<file path="src/rtl/vpu_wb_fifo.sv">
// Write-back FIFO between the vector ALU and the vector register-file write port.
// Circular buffer of {data, tag, mask}. Head is shown first-word fall-through.
// Status flags come from the registered occupancy only. Error flags are sticky.
module vpu_wb_fifo #(
  parameter int DATA_W   = 32,
  parameter int DEPTH    = 4,
  parameter int TAG_W    = 5,
  parameter int MASK_W   = DATA_W / 8,
  parameter int AF_LEVEL = DEPTH - 1
) (
  input  logic                       clk,
  input  logic                       rst,
  input  logic                       flush,
  input  logic                       enq_valid,
  output logic                       enq_ready,
  input  logic [DATA_W-1:0]          enq_data,
  input  logic [TAG_W-1:0]           enq_tag,
  input  logic [MASK_W-1:0]          enq_mask,
  output logic                       deq_valid,
  input  logic                       deq_ready,
  output logic [DATA_W-1:0]          deq_data,
  output logic [TAG_W-1:0]           deq_tag,
  output logic [MASK_W-1:0]          deq_mask,
  output logic [$clog2(DEPTH+1)-1:0] count,
  output logic                       full,
  output logic                       empty,
  output logic                       almost_full,
  output logic                       ovf_err,
  output logic                       udf_err
);

  localparam int PW = (DEPTH > 1) ? $clog2(DEPTH) : 1;
  localparam int CW = $clog2(DEPTH + 1);

  typedef struct packed {
    logic [DATA_W-1:0] data;
    logic [TAG_W-1:0]  tag;
    logic [MASK_W-1:0] mask;
  } entry_t;

  entry_t          mem_q [DEPTH];
  logic [PW-1:0]   rd_ptr_q, rd_ptr_d;
  logic [PW-1:0]   wr_ptr_q, wr_ptr_d;
  logic [CW-1:0]   count_q, count_d;
  logic            ovf_q, ovf_d;
  logic            udf_q, udf_d;
  logic            full_w, empty_w;
  logic            enq_fire, deq_fire;

  assign full_w   = (count_q == CW'(DEPTH));
  assign empty_w  = (count_q == '0);
  // enq_ready/deq_valid depend only on registered count, so fires never
  // pass through free space or bypass data within one cycle.
  assign enq_fire = enq_valid & ~full_w;
  assign deq_fire = deq_ready & ~empty_w;

  // Next-state for pointers, occupancy and sticky errors; flush wins over fires.
  always_comb begin
    rd_ptr_d = rd_ptr_q;
    wr_ptr_d = wr_ptr_q;
    count_d  = count_q;
    ovf_d    = ovf_q | (enq_valid & full_w);
    udf_d    = udf_q | (deq_ready & empty_w);
    if (flush) begin
      rd_ptr_d = '0;
      wr_ptr_d = '0;
      count_d  = '0;
    end else begin
      if (enq_fire) wr_ptr_d = wr_ptr_q + PW'(1);
      if (deq_fire) rd_ptr_d = rd_ptr_q + PW'(1);
      count_d = count_q + CW'(enq_fire) - CW'(deq_fire);
    end
  end

  // Control state register with synchronous reset.
  always_ff @(posedge clk) begin
    if (rst) begin
      rd_ptr_q <= '0;
      wr_ptr_q <= '0;
      count_q  <= '0;
      ovf_q    <= 1'b0;
      udf_q    <= 1'b0;
    end else begin
      rd_ptr_q <= rd_ptr_d;
      wr_ptr_q <= wr_ptr_d;
      count_q  <= count_d;
      ovf_q    <= ovf_d;
      udf_q    <= udf_d;
    end
  end

  // Entry storage; not reset, outputs are gated by empty instead.
  always_ff @(posedge clk) begin
    if (!rst && !flush && enq_fire) begin
      mem_q[wr_ptr_q] <= '{data: enq_data, tag: enq_tag, mask: enq_mask};
    end
  end

  assign enq_ready   = ~full_w;
  assign deq_valid   = ~empty_w;
  assign deq_data    = empty_w ? '0 : mem_q[rd_ptr_q].data;
  assign deq_tag     = empty_w ? '0 : mem_q[rd_ptr_q].tag;
  assign deq_mask    = empty_w ? '0 : mem_q[rd_ptr_q].mask;
  assign count       = count_q;
  assign full        = full_w;
  assign empty       = empty_w;
  assign almost_full = (count_q >= CW'(AF_LEVEL));
  assign ovf_err     = ovf_q;
  assign udf_err     = udf_q;

endmodule

</file>
<file path="config.mk">
export PLATFORM = sky130hd
export DESIGN_NAME = vpu_wb_fifo
export DESIGN_NICKNAME = d
export VERILOG_FILES = /design/src/rtl/vpu_wb_fifo.sv
export SDC_FILE = /design/constraint.sdc
export NUM_CORES = 1
export LEC_CHECK = 0
export CORE_ASPECT_RATIO = 0.6
export CORE_MARGIN = 5
export CORE_UTILIZATION = 56
export CTS_BUF_LIST = sky130_fd_sc_hd__clkbuf_2
export DETAILED_ROUTE_END_ITERATION = 6
export PLACE_DENSITY_LB_ADDON = 0.3
export RECOVER_POWER = 100
export SYNTH_ARGS = -nofsm -noshare
export SYNTH_HDL_FRONTEND = slang
export SYNTH_SLANG_ARGS = --single-unit
</file>
<file path="constraint.sdc">
create_clock -name clk -period 3.17 [get_ports clk]
set_input_delay 0.951 -clock clk [delete_from_list [all_inputs] [get_ports clk]]
set_output_delay 0.951 -clock clk [all_outputs]
set_load 0.03 [all_outputs]
</file>
* Word level (Yosys, flattened, before mapping) *
Memory sizes are Yosys's and may differ from the RTL's. A register that Yosys moved wholly into a read port is not among the register bits.
Cells that the tools add are included.

storage, ports and cells
  bits in registers = 9
  latch bits = 0
  bits in writable memories = 164
  memory bits (read-only) = 0
  bits of input ports = 46
  memories = 1

operators by class
  $add $sub $neg = 4
  multipliers = 0
  div/mod/pow operators = 0
  order comparisons = 1
  equal/unequal tests = 1
  shifts and indexed selects = 0
  muxes and demuxes = 7
  bitwise logic cells = 8
  reductions and logical operators = 6

memories
  memory  words  width  rd ports  clocked after Yosys merged registers in  write ports  RTL line  RTL
  mem_q   4      41     1         1                                        1            41        entry_t mem_q [DEPTH];

operators by type and width
  cell                                                                    number
  32-bit 2-to-1 mux                                                       1
  5-bit 2-to-1 mux                                                        1
  2-bit by 1-bit adder with 2-bit output (second input constant)          2
  1-bit AND                                                               4
  2-bit 2-to-1 mux                                                        2
  4-bit 2-to-1 mux                                                        1
  3-bit by 1-bit adder with 3-bit output                                  1
  3-bit == test (second input constant)                                   1
  3-bit by 2-bit >= comparator with 1-bit output (second input constant)  1
  3-bit logical NOT                                                       1
  3-bit by 1-bit subtractor with 3-bit output                             1
  1-bit logical AND                                                       2
  1-bit logical NOT                                                       2
  1-bit 2-to-1 mux                                                        2
  1-bit inverter                                                          2
  1-bit OR                                                                2
  2-bit OR reduction                                                      1

* Logic depth before layout (Yosys ltp) *
  depth after elaboration = 6
  depth in mapped cells = 11
  depth with buffers taken out = 10

* Worst setup path before layout *
Ideal clock, no wire load.

  path type = reg2reg
  start = register count_q[2], in the netlist count[2]
  end = register count_q[2], in the netlist count[2]
  setup time = 0.078 ns
  arrival = 2.425 ns
  required time = 3.092 ns
  slack = 0.667 ns
  stages on the path, launching flop included = 12
  path buffers = 1
  period minus slack after synthesis = 2.503 ns
  cells stage by stage = dfxtp_1 or3b_4 and2_1 clkbuf_2 inv_1 ha_1 inv_1 ha_1 inv_1 fa_1 xor2_1 nor3_1

on the way
  word-level cells in the longest chain between the ends = 5
  elaborated cells on any way between the ends = 8
  those cells by class = add/sub: 2; eq/ne: 1; bitwise: 4; reduce/logical: 1

ends and longest elaborated chain
  what                                         RTL line  RTL
  start, declared                              44        logic [CW-1:0] count_q, count_d;
  start signal, assigned                       86        count_q <= count_d;
  3-bit == test                                50        assign full_w = (count_q == CW'(DEPTH));
  1-bit inverter                               n/a
  named net enq_ready                          15        output logic enq_ready,
  1-bit AND                                    54        assign enq_fire = enq_valid & ~full_w;
  3-bit by 1-bit adder with 3-bit output       71        count_d = count_q + CW'(enq_fire) - CW'(deq_fire);
  3-bit by 1-bit subtractor with 3-bit output  71

The timed path passes the listed nets, and every way through them passes these cells.
A chain may end at the register's enable or synchronous reset.

==> flow_summary.yaml <==
outcome:
  status: "finished, violations left"
  failed_checks: "negative setup slack"
floorplanning:
  die-area_um2: 14400
  die-height_um: 95.0
  fp.coreArea_um2: 11900
  boundaryPins: 97
  fp-row-count: 31
  die_x_um: 152
  start_util_pct: 56.7
grt:
  busiest_layer: "met2"
  use_met2_pct: 28.6
  antenna_found_initial: 3
  grt_pass1_vias: 3450
  grt_usage_pct: 18.0
  grt_pass1_wl_um: 19000
  grt-ovfl-total: 0
  grt_max_degree: 46
  grtUsageMet3_pct: 5.56
  use_met1_pct: 24.9
layout:
  syn2layout_area_growth_pct: 23.6
  nets: 493
  multi_input_area_um2: 1500
  n_fill_cell: 813
  regArea_um2: 5150
  drive_gt1_share_pct: 31.0
timing:
  finalHoldViolCount: 0
  worst_pin_slew_ns: 0.513
  setup_violations: 19
  fmax_mhz: 307
  fin_worst_skew_ns: 0.0255
  timing.setup.tns_ns: -0.483
  max_slew_margin_pct: 65.3
  maxSlewViolCount: 0
  finalWorstSetupSlack_ns: -0.0856
  finalCritPeriodShare_pct: 103
  period_needed_ns: 3.26
  rsz0062_at_grt: "true"
drt:
  drc: 0
  dr.pass1.iters: 5
  viasPerCell: 5.40
  dr_total_vias: 3342
  drtIter0Drc: 147
  totalWireLength_um: 12600
  avgRoutedWirePerCell_um: 20.3
  ant_nets: 0
yosys:
  synth-simple-area-share_pct: 5.69
  ys.flop_type: "edfxtp_1"
  yosysTopAreaCellShare_pct: 73.0
  yosysMostFrequentCell: "edfxtp_1"
  netlist_area_um2: 6750
  synth_area_per_cell_um2: 21.1
  synth_compound_area_share_pct: 0.427
  synth_common_cells: "edfxtp_1 (164), nor2b_1 (42), mux4_2 (41), dfxtp_1 (11), inv_1 (8)"
  async_reset_ff_share_pct: 0
  synthTopCellsByArea: "edfxtp_1 (73%), mux4_2 (14%), nor2b_1 (3.9%), dfxtp_1 (3.3%), ha_1 (1.3%)"
  postSynthCellCount: 320
  syn_nets: 374
  yosysWarnings: 0
  synth-edff-count: 164
  synth_cell_types: 26
  synthMuxAreaShare_pct: 14.1
  synth_top_family_by_area: "multiplexers"
  synth-seq-cells: 175
  synth_fa_ha_area_share_pct: 1.59
  yosys.area.top_type: "edfxtp_1"
  ys_seq_area_share_pct: 76.3
  synthXorXnorAreaFrac_pct: 0.260
clock_network:
  cts_buffers: 17
  postCtsHoldBufs: 0
  htree_levels: 4
  cts_root_buf: "clkbuf_2"
  clock-sinks: 175
  tritoncts: "built"
  clock_latency_ns: 0.66
  clock_path_buffers: 2
  path_clk_slew_ns: 0.22
critical_path:
  path_max_fanout: 7
  critPathKind: "reg2out"
  crit_top_cell: "buf_4"
  r2r_slack_ns: 0.89
  end_kind: "output port"
  crit_buf_inv: 3
  crit_chain: "buf_12 -> buf_4 -> mux4_2 -> nor2b_1 -> buf_4"
  required_ns: 2.22
  r2r_start: "count[0]$_SDFF_PP0_"
  crit_arrival_ns: 2.30
  reg2regPathDepth: 10
  crit_family: "flip-flops"
  crit_path_max_incr_delay_ns: 0.55
  slowest_stage: "dfxtp_4"
  r2r_end: "count[2]$_SDFF_PP0_"
  start_kind: "flip-flop"
placement:
  dp_hpwl_um: 7170
  gp_congestion: 0.729
  io_buffers: 96
  pre_cts_ws_ns: 0.209
flow_run:
  maxCapViolCount: 0
min_path:
  hp-class: "reg2reg"
  hp-start: "rd_ptr_q[0]$_SDFFE_PP0P_"
  hold_depth: 2
pwr:
  vdd_ir_drop_max_v: 0.000390
  p_total_mw: 4.22
  p_per_area_nw_per_um2: 507
  power_leakage_nw: 2.79
-- worst reg2reg max path: cells and delay by family, from the launching register on --
kind	cells	cell delay [ns]
buf+inv	3	0.29
xor+xnor	1	0.15
simple gates	3	0.49
fa+ha+maj	3	0.78
flops	1	0.53
-- per-layer routing --
metal	routed length [um]	vias up	share of wire (%)
met5	7	-	0.056
li1	-	1510	-
met3	837	13	6.6
met2	6110	103	49
met4	108	2	0.86
met1	5520	1714	44
-- layout make-up --
class / instances / area share, %
diodes: 2 / 0.0600
clock buffers: 20 / 1.20
clock inverters: 12 / 1.73
inverters: 8 / 0.360
multi-input cells: 122 / 18.0
flip-flops and latches: 175 / 61.8
well taps: 165 / 2.48
repair buffers: 115 / 14.4
-- sequential cells by signal, summed over array words and instances, names as in the netlist, named ones only --
register,flops
wr_ptr_q,2
count,3
rd_ptr_q,2
ovf_err,1
mem_q,164
udf_err,1
-- logic make-up after synthesis --
kind of cell / after synthesis
AO/OA/AOI/OAI: 5
XOR/XNOR: 2
flip-flops: 175
adder cells (fa/ha/maj): 8
AND/OR/NAND/NOR: 63
buffers and inverters: 23
multiplexers: 44
-- worst max-delay path by stage --
stage | start | end | slack [ns] | cells after the start
6_report | flip-flop | deq_mask[3] | -0.09 | 5
5_1_grt | flip-flop | deq_data[26] | -0.22 | 5
4_1_cts | flip-flop | deq_mask[0] | -0.15 | 4
3_5_place_dp | deq_ready | count[2]$_SDFF_PP0_ | 0.21 | 9
3_3_place_gp | deq_ready | count[2]$_SDFF_PP0_ | 0.23 | 9
2_1_floorplan | count[2]$_SDFF_PP0_ | count[2]$_SDFF_PP0_ | 0.67 | 11
-- timing repair --
item / CTS / global route
resized for setup: 129 / 148
setup endpoints to repair: 45 / 42
endpoints found under the hold margin: 0 / 0
cloned: 1 / 4
buffers inserted: 1 / 1
-- power breakdown --
group	internal (mW)	leakage (nW)	switching, mW	total (mW)
Combinational	0.215	1.07	0.289	0.504
Sequential	2.55	1.57	0.0163	2.57
Clock	0.440	0.147	0.707	1.15
-- per-stage QoR --
stage	cell area, um^2	util [%]	hold WS, ns	cells
2_1_floorplan	6750	-	0.462	320
3_3_place_gp	8040	67.5	0.460	578
3_5_place_dp	8040	67.5	0.476	578
4_1_cts	8360	70.2	0.523	612
5_1_grt	8340	70.0	0.567	619
6_report	8340	70.0	0.525	619
-- cell usage in the layout (no fill, tap or decap), types with 3 or more instances in the layout --
| cell | instances |
|---|---|
| clkbuf_2 | 20 |
| buf_12 | 9 |
| mux2i_1 | 3 |
| and3_2 | 4 |
| clkinv_1 | 3 |
| dlygate4sd3_1 | 41 |
| bufinv_16 | 3 |
| nor3_1 | 3 |
| clkbuf_16 | 4 |
| nand2_1 | 5 |
| mux4_2 | 41 |
| inv_1 | 8 |
| dlygate4sd2_1 | 4 |
| dfxtp_2 | 3 |
| ha_1 | 7 |
| nor2b_1 | 42 |
| clkdlybuf4s50_1 | 9 |
| dfxtp_1 | 7 |
| edfxtp_1 | 164 |
| buf_4 | 43 |
| nor2_1 | 3 |
Note: power is estimated with default switching activity, not from simulation.
